**config.mk**
```make
export PLATFORM = sky130hd
export DESIGN_NAME = rst_seq_ctrl
export DESIGN_NICKNAME = d
export VERILOG_FILES = /design/src/rtl/rst_seq_ctrl.sv
export SDC_FILE = /design/constraint.sdc
export NUM_CORES = 1
export LEC_CHECK = 0
export ABC_CLOCK_PERIOD_IN_PS = 900
export BUFFER_PORTS_ARGS = -buffer_cell sky130_fd_sc_hd__buf_2
export CAP_MARGIN = 20
export CORE_MARGIN = 2
export CORE_UTILIZATION = 53
export CTS_CLUSTER_DIAMETER = 150
export DETAILED_ROUTE_END_ITERATION = 12
export PLACE_DENSITY = 0.81
export SYNTH_ARGS = -nofsm -noshare
export SYNTH_HDL_FRONTEND = slang
export SYNTH_SLANG_ARGS = --single-unit
```
**constraint.sdc**
```tcl
create_clock -name ref_clk_i -period 0.9 [get_ports ref_clk_i]
set_clock_uncertainty 0.2 [all_clocks]
set_input_delay 0.09 -clock ref_clk_i [delete_from_list [all_inputs] [get_ports ref_clk_i]]
set_output_delay 0.09 -clock ref_clk_i [all_outputs]
set_load 0.02 [all_outputs]
```
**src/rtl/rst_seq_ctrl.sv**
```systemverilog
// Reset sequencer: synchronises the global reset and releases per-domain
// active-low resets in index order, DELAY_CYCLES ref clocks apart.
module rst_seq_ctrl #(
  parameter int NUM_DOMAINS  = 4,
  parameter int DELAY_CYCLES = 128
) (
  input  logic                           ref_clk_i,
  input  logic                           glob_arst_n_i,
  input  logic [NUM_DOMAINS-1:0]         arst_req_i,
  output logic [NUM_DOMAINS-1:0]         arst_n_o,
  output logic                           seq_done_o,
  output logic                           busy_o,
  output logic [$clog2(NUM_DOMAINS)-1:0] rel_idx_o
);

  localparam int IW = $clog2(NUM_DOMAINS);
  localparam int CW = $clog2(DELAY_CYCLES + 1);
  localparam logic [CW-1:0] CNT_LAST = CW'(DELAY_CYCLES - 1);
  localparam logic [IW-1:0] IDX_LAST = IW'(NUM_DOMAINS - 1);

  localparam logic [0:0] ST_COUNT = 1'b0;
  localparam logic [0:0] ST_DONE  = 1'b1;

  logic [1:0]             sync;
  logic                   rst_s;
  logic [NUM_DOMAINS-1:0] r, r_nxt;
  logic [IW-1:0]          rel_idx, idx_nxt;
  logic [CW-1:0]          cnt, cnt_nxt;
  logic [0:0]             state, st_nxt;
  logic [IW-1:0]          m;
  logic                   req_any;
  logic [NUM_DOMAINS-1:0] clr_mask;

  // Asserts asynchronously, deasserts two ref clocks after the pin rises.
  always_ff @(posedge ref_clk_i or negedge glob_arst_n_i) begin
    if (!glob_arst_n_i) sync <= 2'b00;
    else                sync <= {sync[0], 1'b1};
  end
  assign rst_s = sync[1];

  assign req_any = |arst_req_i;

  always_comb begin
    m = '0;
    for (int j = NUM_DOMAINS - 1; j >= 0; j--) begin
      if (arst_req_i[j]) m = IW'(j);
    end
  end

  // A request also pulls down every higher-indexed dependent domain.
  always_comb begin
    logic acc;
    acc      = 1'b0;
    clr_mask = '0;
    for (int j = 0; j < NUM_DOMAINS; j++) begin
      acc         = acc | arst_req_i[j];
      clr_mask[j] = acc;
    end
  end

  always_comb begin
    r_nxt   = r;
    idx_nxt = rel_idx;
    cnt_nxt = cnt;
    st_nxt  = state;
    if (state == ST_COUNT) begin
      if (cnt == CNT_LAST) begin
        r_nxt[rel_idx] = 1'b1;
        cnt_nxt        = '0;
        if (rel_idx == IDX_LAST) st_nxt  = ST_DONE;
        else                     idx_nxt = rel_idx + 1'b1;
      end else begin
        cnt_nxt = cnt + 1'b1;
      end
    end else begin
      cnt_nxt = '0;
    end
    // A request at or below the current stage restarts from m and holds the
    // counter; the clear mask below also cancels any release on this edge.
    if (req_any && ((m <= rel_idx) || (state == ST_DONE))) begin
      idx_nxt = m;
      cnt_nxt = '0;
      st_nxt  = ST_COUNT;
    end
    r_nxt = r_nxt & ~clr_mask;
  end

  always_ff @(posedge ref_clk_i or negedge rst_s) begin
    if (!rst_s) begin
      r       <= '0;
      rel_idx <= '0;
      cnt     <= '0;
      state   <= ST_COUNT;
    end else begin
      r       <= r_nxt;
      rel_idx <= idx_nxt;
      cnt     <= cnt_nxt;
      state   <= st_nxt;
    end
  end

  assign arst_n_o   = r;
  assign seq_done_o = (state == ST_DONE);
  assign busy_o     = (state != ST_DONE);
  assign rel_idx_o  = rel_idx;

endmodule

```
==> results.cfg, run 1 <==
[synth]
yosysWarningCount = 0
syn-cell-area_um2 = 888.4
synthCells = 83
synth_enable_flop_cells = 0
ys_ff_latch = 17
syn_nets = 96
synth_top_area_share_pct = 47.89
yosys-top-cells-count = 17 x dfrtp_1, 10 x nor2_1, 7 x ha_1
synth-seq-area-share_pct = 47.89
synth.distinct_cells = 31
postSynthAreaPerCell_um2 = 10.70
async_reset_ff_share_pct = 100.0
ys_top_cells_by_area = dfrtp_1 48%, ha_1 9.9%, xor2_1 4.9%, nor2_1 4.2%, a21oi_1 3.4%
synth_flop_cell = dfrtp_1
synth_area_leader_cell = dfrtp_1
synth_most_common_cell = dfrtp_1

[clocking]
cts_buffer_depth = 2
cts-root-buf = clkbuf_4
cts_buffers = 3
cts.sinks = 17
htreeDepth = 1

[sta]
worst-endpoint-pin-kind = register input
crit_endpoint = rel_idx_o[0]$_DFFE_PN0P_/D

[place]
io_buffers = 13
place.gp.congestion = 0.8410
dpl.hpwl_um = 1652

[status]
tool.error = [ERROR DPL-0038] Utilization greater than 100%, impossible to legalize
stop_stage = global routing (5_1_grt)
status = did not finish

[floorplanning]
start_util_pct = 57.63
rows = 14
fp.dieW_um = 44.94
ioPinCount = 14
die_h_um = 44.94

[global_route]
grt_max_degree = 16
-- through the flow --
stage	setup WS [ns]	setup TNS [ns]	std cells	cell area, um2
CTS	-0.8286	-13.18	146	1436
detailed placement	-0.9897	-12.89	132	1216
global placement	-0.9309	-12.21	132	1216
floorplan	-0.8266	-10.39	83	978.4
-- what timing repair did --
item,4_1_cts
gates resized for setup,30
setup buffers,10
endpoints found under the hold margin,14
pin swaps,11
endpoints found under the setup margin,23
hold buffers,1
-- cell families after synthesis --
kind of cell / synth area share, %
AOI/OAI and AO/OA: 12.54
xor gates and xnor gates: 6.902
adders and majority gates: 9.859
buffers and inverters: 2.252
DFF: 47.89
muxes: 1.127
other: 0.4221
and+or+nand+nor: 19.02
==> run 2, diff against run 1 <==
CORE_AREA = 2 2 63 65   (was not set)
CORE_MARGIN = not set   (was 2)
CORE_UTILIZATION = not set   (was 53)
CTS_CLUSTER_DIAMETER = not set   (was 150)
DIE_AREA = 0 0 65 67   (was not set)
PLACE_DENSITY = not set   (was 0.81)
PLACE_DENSITY_LB_ADDON = 0.15   (was not set)
==> results.cfg, run 2 <==
[finish]
final_cell_mix = 25 x buf_4, 14 x dfrtp_1, 14 x buf_6
largest_register = cnt
antenna_cells = 0
layout.cells.most_common = buf_4
layout.nets = 146
seq_area_um2 = 429.2
fin_cells = 180
area_growth_pct = 80.00
multiInputGateArea_um2 = 638.1
n_fill_cell = 354
largest_reg_flops = 8
drive_gt1_share_pct = 63.64

[synth]
syn_nets = 96
synth_flop_cell = dfrtp_1
ys_ff_latch = 17
yosysWarningCount = 0
synth.distinct_cells = 31
synth_area_leader_cell = dfrtp_1
synthCells = 83
synth_top_area_share_pct = 47.89
synth_enable_flop_cells = 0
synth_most_common_cell = dfrtp_1
synth-seq-area-share_pct = 47.89
async_reset_ff_share_pct = 100.0
ys_top_cells_by_area = dfrtp_1 48%, ha_1 9.9%, xor2_1 4.9%, nor2_1 4.2%, a21oi_1 3.4%
postSynthAreaPerCell_um2 = 10.70
syn-cell-area_um2 = 888.4
yosys-top-cells-count = 17 x dfrtp_1, 10 x nor2_1, 7 x ha_1

[clocking]
cts.sinks = 17
clk_pin_slew_worst_paths_ns = 0.08
htreeDepth = 1
ctsHoldBuffers = 1
cts_buffer_depth = 2
cts_tree = built
cts-root-buf = clkbuf_8
clock_latency_ns = 0.26
cts_buffers = 3

[power]
seq_power_share_pct = 26.9
p_comb_share_pct = 56.5
p_sw_w = 0.001290
leakage_nw = 0.7053
swShare_pct = 35.38
p_int_w = 0.002357
cellPowerDensity_nw_per_um2 = 2281
pwr-share-clk_pct = 16.6
ir_drop_mv = 1.221
finalPower_w = 0.003647

[routing]
ant_nets = 0
wire_per_inst_um = 12.98
viasPerCell = 4.283
drc = 0
first_pass_iters = 2
wl_um = 2336
vias = 771
drt_iter0_markers = 13

[critical_path]
cp_max_fo = 6
endpoint_kind = register
crit_chain = inv_4 > ha_4 > nor2b_4 > o21ai_4 > and2_4 > buf_12 > nor3_2
cp_data_required_time_ns = 0.88
max_stage_delay_ns = 0.42
r2r_start = rel_idx_o[1]
crit_arrival_ns = 1.70
cp-startpoint = rel_idx_o[1]
cp_slowest_cell = dfrtp_2
startpoint_type = register
ff2ff_path_depth = 7
crit_type = register to register

[place]
place.gp.congestion = 0.7130
dpl.hpwl_um = 1634
dpl.cell_count = 165
io_buffers = 13

[sta]
hold_violations = 20
period_share_pct = 191.2
drv_slew = 0
rsz0062_at_grt = true
setup_viol = 23
worst_hold_slack_ns = -0.08388
worst_slack_ns = -0.8211
period_needed_ns = 1.721
max_freq_ghz = 0.5810

[hold_path]
min_path_cells = 3
holdCritStartpoint = arst_req_i[2]
worstHoldPathType = primary input to register

[global_route]
grt_usage_pct = 12.19
antenna_found_initial = 0
grt_max_degree = 16
overflow = 0
grt_pass1_vias = 837
grt_pass1_wl_um = 3960

[floorplanning]
die_h_um = 67
ioPinCount = 14
die_area_um2 = 4355
fp.dieW_um = 65
core-area_um2 = 3606
rows = 22
start_util_pct = 24.64

[status]
violations = negative hold slack, negative setup slack
status = finished, violations left

[flow_run]
maxCapViolCount = 0
run 2: cell counts after synthesis:
No cell type changed its count.
run 2: final cells by class:
class                           instances  share of cell area (%)
Inverter                                4                   1.408
Tap cell                               48                   3.756
Sequential cell                        17                   26.84
Timing Repair Buffer                   46                   25.04
Multi-Input combinational cell         61                   39.91
Clock inverter                          1                  0.4695
Clock buffer                            3                   2.582
run 2: per-layer routing:
metal  up-vias  global-route usage [%]  part of all wire [%]
li1        388                       -                     -
met1       370                   16.48                    48
met2        11                   19.33                    48
met3         2                   1.520                   1.8
met4         0                   5.585                   1.8
met5         -                       0                     0
run 2: metrics by stage:
step	util, %	setup TNS (ns)	setup WS, ns	cell area, um2
floorplan	-	-10.39	-0.8266	978.4
global placement	35.05	-12.34	-0.9687	1264
detailed placement	35.05	-12.67	-0.9840	1264
CTS	41.85	-13.21	-0.8268	1509
global route	44.34	-14.49	-0.9057	1599
finish	44.34	-13.12	-0.8211	1599
run 2: cells by family after synthesis:
logic type                 Yosys count  share of synthesized area (%)
buffers and inverters                5                          2.252
DFF                                 17                          47.89
xor gates and xnor gates             7                          6.902
muxes                                1                          1.127
adders and majority gates            7                          9.859
AOI/OAI and AO/OA                   15                          12.54
and+or+nand+nor                     30                          19.02
other                                1                         0.4221
run 2: path summary, 6_finish.rpt:
path	end	slack [ns]
worst max register to register	cnt[6]	-0.82
worst min register to register	cnt[0]	-0.02
worst max-delay path	cnt[6]	-0.82
min in group asynchronous	sync[0]	-0.06
worst min-delay path	arst_n_o[2]	-0.08
max in group asynchronous	rel_idx_o[0]	0.32
run 2: worst max-delay path: cells and delay by family, from the launching register on:
| family | cells | cell delay (ns) |
|---|---|---|
| DFF | 1 | 0.42 |
| AOI/OAI and AO/OA | 1 | 0.08 |
| and+or+nand+nor | 3 | 0.49 |
| buffers and inverters | 2 | 0.17 |
| adders and majority gates | 1 | 0.28 |
run 2: repair_timing:
item / 4_1_cts / 5_1_grt
resized for setup: 33 / 14
pin swaps: 11 / 10
buffers inserted: 7 / 4
hold endpoints to repair: 18 / 4
setup endpoints to repair: 23 / 23
run 2: power groups by stage:
stage / registers, W / clock network, W / logic [W]
3_3_place_gp: 0.000988 / 0 / 0.00136
4_1_cts: 0.000986 / 0.000628 / 0.00182
3_5_place_dp: 0.000992 / 0 / 0.00137
6_report: 0.000983 / 0.000604 / 0.00206
5_1_grt: 0.00100 / 0.000675 / 0.00224
2_1_floorplan: 0.00106 / 0 / 0.000809
No activity file was read; power rests on OpenSTA's default activity.
==> run 3, diff against run 2 <==
HOLD_SLACK_MARGIN = 0.02   (was not set)
PLACE_DENSITY = 0.47   (was not set)
PLACE_DENSITY_LB_ADDON = not set   (was 0.15)
==> results.cfg, run 3 (synthesis gave the netlist of run 2 again) <==
[routing]
ant_nets = 0
wl_met1_um = 1074
vias = 796
wl_met3_um = 33
drc = 0
wire_per_inst_um = 12.84
wl_um = 2337
viasPerCell = 4.374
wl_met2_um = 1199
highest_layer = met4
first_pass_iters = 4
drt_iter0_markers = 6

[place]
io_buffers = 13
place.gp.congestion = 0.8067
dpl.hpwl_um = 1617
dpl_worst_slack_ns = -0.9797
dpl.cell_count = 166

[finish]
seq_area_um2 = 429.2
largest_register = cnt
drive_gt1_share_pct = 65.67
post-route-util_pct = 43.89
final_cell_mix = 26 x buf_4, 16 x buf_6, 14 x dfrtp_1
multiInputGateArea_um2 = 616.8
antenna_cells = 0
area_growth_pct = 78.17
n_fill_cell = 337
fin_cells = 182
layout.cells.most_common = buf_4
largest_reg_flops = 8
layout.nets = 148

[clocking]
cts_tree = built
clk_pin_slew_worst_paths_ns = 0.07
cts_buffer_depth = 2
cts-root-buf = clkbuf_8
clock_latency_ns = 0.25
cts_buffers = 3
cts.sinks = 17
ctsHoldBuffers = 1
htreeDepth = 1

[power]
leakage_nw = 0.7107
finalPower_w = 0.003472
ir_drop_mv = 1.055
cellPowerDensity_nw_per_um2 = 2194

[hold_path]
worstHoldPathType = primary input to register
holdCritStartpoint = arst_req_i[2]
min_path_cells = 3
hold_end = arst_n_o[2]

[critical_path]
endpoint_kind = register
startpoint_type = register
cp_slowest_cell = dfrtp_2
cp_max_fo = 4
reg2reg_setup_slack_ns = -0.85
r2r_start = rel_idx_o[0]
crit_type = register to register
crit_arrival_ns = 1.69
max_stage_delay_ns = 0.46
crit_family = compound AO/OA/AOI/OAI gates
crit_buf_inv = 0
crit_chain = ha_2 > nor4bb_4 > o211a_4 > a211oi_2 > a31o_1
cp_data_required_time_ns = 0.84
ff2ff_path_depth = 5
timing.rr.end = rel_idx_o[1]

[sta]
drv_slew = 0
setup_viol = 23
max_freq_ghz = 0.5701
worst_hold_slack_ns = -0.08582
period_needed_ns = 1.754
rsz0062_at_grt = true
hold_violations = 20
period_share_pct = 194.9
worst_slack_ns = -0.8540

[global_route]
grt_pass1_wl_um = 3705
grt_usage_pct = 11.39
antenna_found_initial = 0
grt_pass1_vias = 834
overflow = 0
grt_max_degree = 16

[flow_run]
maxCapViolCount = 0

[floorplanning]
die_h_um = 67
die_area_um2 = 4355
ioPinCount = 14
start_util_pct = 24.64
rows = 22
core-area_um2 = 3606
fp.dieW_um = 65

[status]
violations = negative hold slack, negative setup slack
status = finished, violations left
==> run 3: cell count changes in the layout (fill, tap and decap cells not counted), moves of 2 or more <==
cell / delta
buf_6: +2
ha_1: +2
ha_4: -3
nor2_1: -4
nor2_2: +3
==> run 3: worst register-to-register path, stage by stage, from the launching register on <==
cell      delay, ns
dfrtp_2        0.46
ha_2           0.23
nor4bb_4       0.27
o211a_4        0.22
a211oi_2       0.05
a31o_1         0.22
==> run 3: what timing repair did <==
action / CTS / global route
pin swaps: 7 / 10
setup endpoints to repair: 23 / 23
buffers inserted: 8 / 5
endpoints found under the hold margin: 20 / 5
resized for setup: 31 / 17
==> run 3: layer usage <==
metal  vias to the layer above  GRT usage [%]
met2                         8          18.30
met1                       392          14.91
met4                         0          5.585
li1                        394              -
met3                         2          1.689
met5                         -              0
==> run 3: worst max path at each step <==
stage | depth (start not counted) | startpoint | slack [ns] | end
2_1_floorplan | 6 | rel_idx_o[1] | -0.83 | cnt[0]
3_3_place_gp | 8 | arst_req_i[3] | -0.97 | cnt[0]
3_5_place_dp | 8 | arst_req_i[3] | -0.98 | cnt[0]
4_1_cts | 6 | rel_idx_o[1] | -0.84 | rel_idx_o[0]
5_1_grt | 5 | rel_idx_o[0] | -0.94 | rel_idx_o[1]
6_report | 5 | rel_idx_o[0] | -0.85 | rel_idx_o[1]
==> run 3: final cells by class <==
| class | count | share of cell area [%] |
|---|---|---|
| Tap cell | 48 | 3.794 |
| Multi-Input combinational cell | 61 | 38.97 |
| Inverter | 4 | 1.265 |
| Clock inverter | 1 | 0.3162 |
| Clock buffer | 3 | 2.609 |
| Sequential cell | 17 | 27.11 |
| Timing Repair Buffer | 48 | 25.93 |
==> run 3: per-stage QoR <==
stage          area (um2)  TNS (ns)
3_5_place_dp         1271    -12.88
2_1_floorplan       978.4    -10.39
4_1_cts              1485    -13.60
6_report             1583    -13.58
3_3_place_gp         1271    -12.66
5_1_grt              1583    -14.85
==> run 3: report_power, final <==
group          switching (W)  internal [W]
Clock               0.000269      0.000307
Sequential         0.0000964      0.000870
Combinational       0.000887       0.00104
